<file path="src/rtl/crc16_pkg.sv">
// Shared constants and state encoding for the USB CRC16 transmit serializer.
package crc16_pkg;

  // Generator polynomial (x^16 implicit), register seed and the remainder a
  // receiver sees after clocking in payload plus transmitted CRC.
  localparam logic [15:0] CRC16_POLY     = 16'h8005;
  localparam logic [15:0] CRC16_INIT     = 16'hFFFF;
  localparam logic [15:0] CRC16_RESIDUAL = 16'h800D;

  typedef enum logic [2:0] {
    ST_IDLE       = 3'd0,
    ST_LOAD       = 3'd1,
    ST_SHIFT_DATA = 3'd2,
    ST_SHIFT_CRC  = 3'd3,
    ST_DONE       = 3'd4
  } state_t;

endpackage

</file>
<file path="src/rtl/crc16_tx_serializer_if.sv">
// Byte stream from the TX packet buffer into the serializer.
//
// Handshake: the source holds data_byte/last_byte stable while byte_valid is
// high; the sink raises byte_ready when it can take a byte. A byte moves on
// every rising clk edge where byte_valid && byte_ready are both high. The
// source may not make byte_valid depend on byte_ready.
interface crc16_tx_serializer_if;
  logic [7:0] data_byte;
  logic       byte_valid;
  logic       last_byte;
  logic       byte_ready;

  modport master (
    output data_byte,
    output byte_valid,
    output last_byte,
    input  byte_ready
  );

  modport slave (
    input  data_byte,
    input  byte_valid,
    input  last_byte,
    output byte_ready
  );
endinterface

</file>
<file path="src/rtl/crc16_bit_update.sv">
// One bit step of a left-shifting CRC16 register; passes crc_i through when
// en_i is low.
module crc16_bit_update
  import crc16_pkg::*;
(
  input  logic [15:0] crc_i,
  input  logic        bit_i,
  input  logic        en_i,
  input  logic [15:0] poly_i,
  output logic [15:0] crc_o
);

  logic fb;

  // Feedback is the outgoing MSB xored with the incoming data bit.
  always_comb begin
    fb    = crc_i[15] ^ bit_i;
    crc_o = crc_i;
    if (en_i) begin
      crc_o = {crc_i[14:0], 1'b0} ^ (fb ? poly_i : 16'h0000);
    end
  end

endmodule

</file>
<file path="src/rtl/crc16_tx_serializer.sv">
// Serializes payload bytes LSB-first on the bit strobe while accumulating a
// CRC16, then shifts out the complemented remainder MSB-first.
module crc16_tx_serializer
  import crc16_pkg::*;
#(
  parameter logic [15:0] CRC_POLY = CRC16_POLY,
  parameter logic [15:0] CRC_INIT = CRC16_INIT
) (
  input  logic                        clk,
  input  logic                        n_rst,
  input  logic                        start,
  input  logic                        empty_pkt,
  input  logic                        abort,
  crc16_tx_serializer_if.slave        byte_if,
  input  logic                        bit_strobe,
  output logic                        tx_bit,
  output logic                        tx_active,
  output logic                        done,
  output logic [15:0]                 crc_out,
  output logic                        underrun,
  output state_t                      dbg_state
);

  state_t      state_q, state_d;
  logic [15:0] crc_q, crc_d;
  logic [15:0] crc_sr_q, crc_sr_d;
  logic [7:0]  data_sr_q, data_sr_d;
  logic        last_q, last_d;
  logic [2:0]  bit_cnt_q, bit_cnt_d;
  logic [3:0]  crc_cnt_q, crc_cnt_d;
  logic [15:0] crc_out_q, crc_out_d;
  logic        underrun_q, underrun_d;
  logic        hold_bit_q, hold_bit_d;

  logic        crc_en;
  logic [15:0] crc_next;

  assign crc_en = (state_q == ST_SHIFT_DATA) && bit_strobe;

  crc16_bit_update u_crc_bit (
    .crc_i  (crc_q),
    .bit_i  (data_sr_q[0]),
    .en_i   (crc_en),
    .poly_i (CRC_POLY),
    .crc_o  (crc_next)
  );

  // Next-state, datapath updates and Moore outputs.
  always_comb begin
    state_d    = state_q;
    crc_d      = crc_q;
    crc_sr_d   = crc_sr_q;
    data_sr_d  = data_sr_q;
    last_d     = last_q;
    bit_cnt_d  = bit_cnt_q;
    crc_cnt_d  = crc_cnt_q;
    crc_out_d  = crc_out_q;
    underrun_d = underrun_q;

    if (abort) begin
      // Abort beats every other event in the same cycle, strobe included.
      state_d = ST_IDLE;
    end else begin
      case (state_q)
        ST_IDLE: begin
          if (start) begin
            crc_d      = CRC_INIT;
            underrun_d = 1'b0;
            bit_cnt_d  = 3'd0;
            crc_cnt_d  = 4'd0;
            if (empty_pkt) begin
              crc_sr_d = ~CRC_INIT;
              state_d  = ST_SHIFT_CRC;
            end else begin
              state_d  = ST_LOAD;
            end
          end
        end
        ST_LOAD: begin
          if (bit_strobe) begin
            underrun_d = 1'b1;
          end
          if (byte_if.byte_valid) begin
            data_sr_d = byte_if.data_byte;
            last_d    = byte_if.last_byte;
            bit_cnt_d = 3'd0;
            state_d   = ST_SHIFT_DATA;
          end
        end
        ST_SHIFT_DATA: begin
          if (bit_strobe) begin
            crc_d     = crc_next;
            data_sr_d = {1'b0, data_sr_q[7:1]};
            bit_cnt_d = bit_cnt_q + 3'd1;
            if (bit_cnt_q == 3'd7) begin
              if (last_q) begin
                crc_sr_d  = ~crc_next;
                crc_cnt_d = 4'd0;
                state_d   = ST_SHIFT_CRC;
              end else begin
                state_d   = ST_LOAD;
              end
            end
          end
        end
        ST_SHIFT_CRC: begin
          if (bit_strobe) begin
            crc_sr_d  = {crc_sr_q[14:0], 1'b0};
            crc_cnt_d = crc_cnt_q + 4'd1;
            if (crc_cnt_q == 4'd15) begin
              state_d = ST_DONE;
            end
          end
        end
        ST_DONE: begin
          crc_out_d = ~crc_q;
          state_d   = ST_IDLE;
        end
        default: begin
          state_d = ST_IDLE;
        end
      endcase
    end

    // Line idles high; LOAD and DONE keep whatever bit was last driven.
    case (state_q)
      ST_IDLE:       tx_bit = 1'b1;
      ST_SHIFT_DATA: tx_bit = data_sr_q[0];
      ST_SHIFT_CRC:  tx_bit = crc_sr_q[15];
      default:       tx_bit = hold_bit_q;
    endcase
    hold_bit_d = tx_bit;
  end

  // State and datapath registers.
  always_ff @(posedge clk or negedge n_rst) begin
    if (!n_rst) begin
      state_q    <= ST_IDLE;
      crc_q      <= CRC_INIT;
      crc_sr_q   <= 16'h0000;
      data_sr_q  <= 8'h00;
      last_q     <= 1'b0;
      bit_cnt_q  <= 3'd0;
      crc_cnt_q  <= 4'd0;
      crc_out_q  <= 16'h0000;
      underrun_q <= 1'b0;
      hold_bit_q <= 1'b1;
    end else begin
      state_q    <= state_d;
      crc_q      <= crc_d;
      crc_sr_q   <= crc_sr_d;
      data_sr_q  <= data_sr_d;
      last_q     <= last_d;
      bit_cnt_q  <= bit_cnt_d;
      crc_cnt_q  <= crc_cnt_d;
      crc_out_q  <= crc_out_d;
      underrun_q <= underrun_d;
      hold_bit_q <= hold_bit_d;
    end
  end

  assign byte_if.byte_ready = (state_q == ST_LOAD);
  assign tx_active = (state_q == ST_LOAD) || (state_q == ST_SHIFT_DATA) ||
                     (state_q == ST_SHIFT_CRC);
  assign done      = (state_q == ST_DONE);
  assign crc_out   = crc_out_q;
  assign underrun  = underrun_q;
  assign dbg_state = state_q;

endmodule

</file>
<file path="src/flat_wrapper.sv">
// flat-port wrapper written by rule: the top's interface ports become plain ports
module crc16_tx_serializer_flat import crc16_pkg::*;
#(
  parameter logic [15:0] CRC_POLY = CRC16_POLY,
  parameter logic [15:0] CRC_INIT = CRC16_INIT
)
  (clk, n_rst, start, empty_pkt, abort, bit_strobe, tx_bit, tx_active, done, crc_out, underrun, dbg_state, byte_if_data_byte, byte_if_byte_valid, byte_if_last_byte, byte_if_byte_ready);
  crc16_tx_serializer_if byte_if_i ();
  input  logic clk;
  input  logic n_rst;
  input  logic start;
  input  logic empty_pkt;
  input  logic abort;
  input  logic bit_strobe;
  output logic tx_bit;
  output logic tx_active;
  output logic done;
  output logic [15:0] crc_out;
  output logic underrun;
  output state_t dbg_state;
  input wire logic [$bits(byte_if_i.data_byte)-1:0] byte_if_data_byte;
  input wire logic [$bits(byte_if_i.byte_valid)-1:0] byte_if_byte_valid;
  input wire logic [$bits(byte_if_i.last_byte)-1:0] byte_if_last_byte;
  output wire logic [$bits(byte_if_i.byte_ready)-1:0] byte_if_byte_ready;
  assign byte_if_i.data_byte = byte_if_data_byte;
  assign byte_if_i.byte_valid = byte_if_byte_valid;
  assign byte_if_i.last_byte = byte_if_last_byte;
  assign byte_if_byte_ready = byte_if_i.byte_ready;
  crc16_tx_serializer #(.CRC_POLY(CRC_POLY), .CRC_INIT(CRC_INIT)) u_core (.clk(clk), .n_rst(n_rst), .start(start), .empty_pkt(empty_pkt), .abort(abort), .byte_if(byte_if_i), .bit_strobe(bit_strobe), .tx_bit(tx_bit), .tx_active(tx_active), .done(done), .crc_out(crc_out), .underrun(underrun), .dbg_state(dbg_state));
endmodule
</file>
<file path="config.mk">
export PLATFORM = sky130hd
export DESIGN_NAME = crc16_tx_serializer_flat
export DESIGN_NICKNAME = d
export VERILOG_FILES = /design/src/rtl/crc16_pkg.sv /design/src/rtl/crc16_tx_serializer_if.sv /design/src/rtl/crc16_bit_update.sv /design/src/rtl/crc16_tx_serializer.sv /design/src/flat_wrapper.sv
export SDC_FILE = /design/constraint.sdc
export NUM_CORES = 1
export LEC_CHECK = 0
export BUFFER_PORTS_ARGS = -buffer_cell sky130_fd_sc_hd__buf_2
export CAP_MARGIN = 15
export CORE_UTILIZATION = 50
export CTS_BUF_LIST = sky130_fd_sc_hd__clkbuf_2
export DETAILED_ROUTE_END_ITERATION = 10
export PLACE_DENSITY_LB_ADDON = 0.08
export SKIP_LAST_GASP = 1
export SYNTH_ARGS = -nofsm -noshare
export SYNTH_HDL_FRONTEND = slang
export SYNTH_HIERARCHICAL = 1
export SYNTH_SLANG_ARGS = --single-unit
</file>
<file path="constraint.sdc">
create_clock -name clk -period 7.4 [get_ports clk]
set_clock_uncertainty 0.15 [all_clocks]
set_input_delay 1.48 -clock clk [delete_from_list [all_inputs] [get_ports clk]]
set_output_delay 1.48 -clock clk [all_outputs]
set_load 0.1 [all_outputs]
</file>
==> results.ini <==
[drt]
drt_iter0_drc=168
vias=2881
routed_via_density=5.33
drtAntennaViolNets=0
wl_microns=7280
routedWlPerCell_microns=13.5
drc=0
dr.pass1.iters=4

[timing]
hold_viol=0
fmax_mhz=249
slew_violations=0
period_needed_ps=4020
fin_crit_sh_pct=54.4
rsz0062_at_grt=false
fin_ws_ps=3380
holdWs_ps=351
relSlewSlack_pct=29.4
final.setup.tns_ps=0
finalSetupViolations=0
worst_pin_slew_ps=1050

[clock_tree]
cts-hold-fix-buffers=0
cts_setup_buffers=0
cts-root-buf=clkbuf_2
clock_path_buffers=2
cts_tree=built
cts_made_buffers=9
clk-insertion-delay-late_ps=480
cts.repair.resized=0
clk_pin_slew_ps=190
cts.sinks=69
htreeDepth=3

[final_layout]
n_fill_cell=641
layout.nets=459
layout-drive-gt1-share_pct=19.8
final_common_cell=nor2_1
layout_common_cells=63 x nor2_1, 52 x dfrtp_1, 39 x buf_2
area_growth_pct=12.0
instances_no_fill=541
num_antenna_cells=0

[synth]
synth_top_area_share_pct=35.6
synth-edff-count=0
synth_area_per_cell_sq_um=9.24
ys_types=43
synth-async-reset-ratio_pct=100
ys_warn_count=6
synth_cells=395
synth_area_sq_mm=0.00365
synth_seq_cells=69
synth_flop_cell=dfrtp_1
synth-seq-area-share_pct=47.9
synth_top_cell_by_area=dfrtp_1
ys_top_cells_by_area=dfrtp_1 36%, dfstp_2 12%, nor2_1 6.5%, a21oi_1 4.2%, mux2_4 4.1%

[critical_path]
r2r-start=u_core/dbg_state[1]
r2r-end=u_core/crc_sr_q[15]
crit_top_cell=nor2_1
cp-start-kind=flop
crit_buf_inv=1
endpoint_kind=flop
crit_family=simple AND/OR/NAND/NOR gates
worstPathArrival_ps=4230
path_cells=nand2b_1 -> nor2_2 -> and2_1 -> buf_16 -> nor2_1 -> a2111oi_0 -> nor2_1 -> a21oi_1 -> nor2_1 -> mux2_1
reg2reg_depth=10
critPathRequiredTime_ps=7610
crit_path_max_incr_delay_ps=730
cp_slowest_cell=dfrtp_1
crit_fanout=25
r2r_slack_ps=3380
crit_type=flop to flop

[worst_hold_path]
min_to=u_core/crc_out[4]
hold_start=u_core/crc_out[4]
worstHoldPathCells=2
min_path_type=flop to flop

[global_routing]
antenna_found_initial=0
grt_usage_pct=20.7
grt_pass1_wl_microns=12200
overflow=0
grt_pass1_vias=2630
grt_max_degree=70

[power]
powerDensity_mw_per_mm2=335
vdd_drop_max_mv=0.174
leakage_nw=1.86

[run_status]
status=finished clean

[floorplanning]
dieArea_sq_mm=0.00765
core_area_sq_mm=0.00691
chipHeight_microns=87.5
die_width_microns=87.5
io_pins=40
rows=30
start_util_pct=52.9

[placement]
port_buffers=39
post-place-ws_ps=3190
gp_congestion=0.772
dp_hpwl_microns=4600
dp_cells=524

[job]
maxCapViolCount=0

synth_stat cells, types with 4 or more instances:
master    number
nand2b_1       7
a31oi_1       14
o22a_1        15
buf_1          5
nor3_1         4
o31ai_1        4
dfrtp_1       52
nor2_1        63
inv_1         19
mux2_4        10
nand2_1       23
mux2i_1       10
a21oi_1       31
o21ai_1       21
or3_1         15
o21ai_0       18
nand3b_1       4
nand3_1        4
clkbuf_1      13
buf_2          4
buf_6          4
dfstp_2       17
mux2_1         6
area by class of cell:
class / instances / area [sq um] / area share (%)
multi-input cells: 297 / 1770 / 43.3
flip-flops and latches: 69 / 1750 / 42.8
repair buffers: 44 / 253 / 6.18
well taps: 96 / 120 / 2.94
clock inverters: 6 / 77.6 / 1.90
inverters: 19 / 71.3 / 1.74
clock buffers: 10 / 50.0 / 1.22
worst max-delay path by stage:
| stage | startpoint | depth (start not counted) | end | slack, ps |
|---|---|---|---|---|
| 6_report | u_core/dbg_state[1] | 10 | u_core/crc_sr_q[15] | 3380 |
| 5_1_grt | u_core/dbg_state[1] | 10 | u_core/crc_sr_q[15] | 3030 |
| 4_1_cts | u_core/dbg_state[1] | 9 | u_core/crc_sr_q[15] | 3100 |
| 3_5_place_dp | u_core/dbg_state[1] | 9 | u_core/crc_sr_q[15] | 3190 |
| 3_3_place_gp | u_core/dbg_state[1] | 9 | u_core/crc_sr_q[15] | 3330 |
| 2_1_floorplan | u_core/dbg_state[0] | 2 | byte_if_byte_ready | 2150 |
metal layers:
metal  vias to the layer above  wire [microns]  track usage, %
li1                       1455               -               -
met1                      1377            3580            28.2
met2                        42            3400            32.7
met3                         7             229            3.22
met4                         0              73            8.94
met5                         -               0               0
worst reg2reg max path: cells and delay by family (launching register included):
family                 cells  cell delay (ps)
AO/OA/AOI/OAI              2              650
buffers and inverters      1              220
flip-flops                 1              730
multiplexers               1              300
AND/OR/NAND/NOR            6             1850
metrics by stage:
stage,power [mW],cell area (sq um),utilization [%]
after floorplan,1.04,3710,-
after global placement,1.12,3930,56.9
after detailed placement,1.13,3930,56.9
after CTS,1.38,4060,58.8
after global routing,1.45,4090,59.2
final,1.37,4090,59.2
kinds of logic after synthesis:
kind of cell    count (synthesis)  synth area share, %
mux                            26                 8.70
compound gates                115                 19.1
flops                          69                 47.9
other cells                     2                0.206
fa+ha+maj                       3                 1.03
buf+inv                        45                 5.59
xor+xnor                        2                0.480
simple gates                  133                 17.0
registers in the layout (all words and copies together), names as in the netlist:
name,cells
u_core/crc_q,16
u_core/bit_cnt_q,3
u_core/crc_sr_q,16
u_core/last_q,1
u_core/underrun,1
u_core/crc_cnt_q,4
u_core/data_sr_q,8
u_core/dbg_state,3
u_core/hold_bit_q,1
u_core/crc_out,16
where the power goes:
group          switching [mW]  total [mW]  internal, mW
sequential             0.0506       0.494         0.443
combinational           0.485       0.638         0.153
clock                   0.127       0.238         0.110
Note: power is estimated with default switching activity, not from simulation.
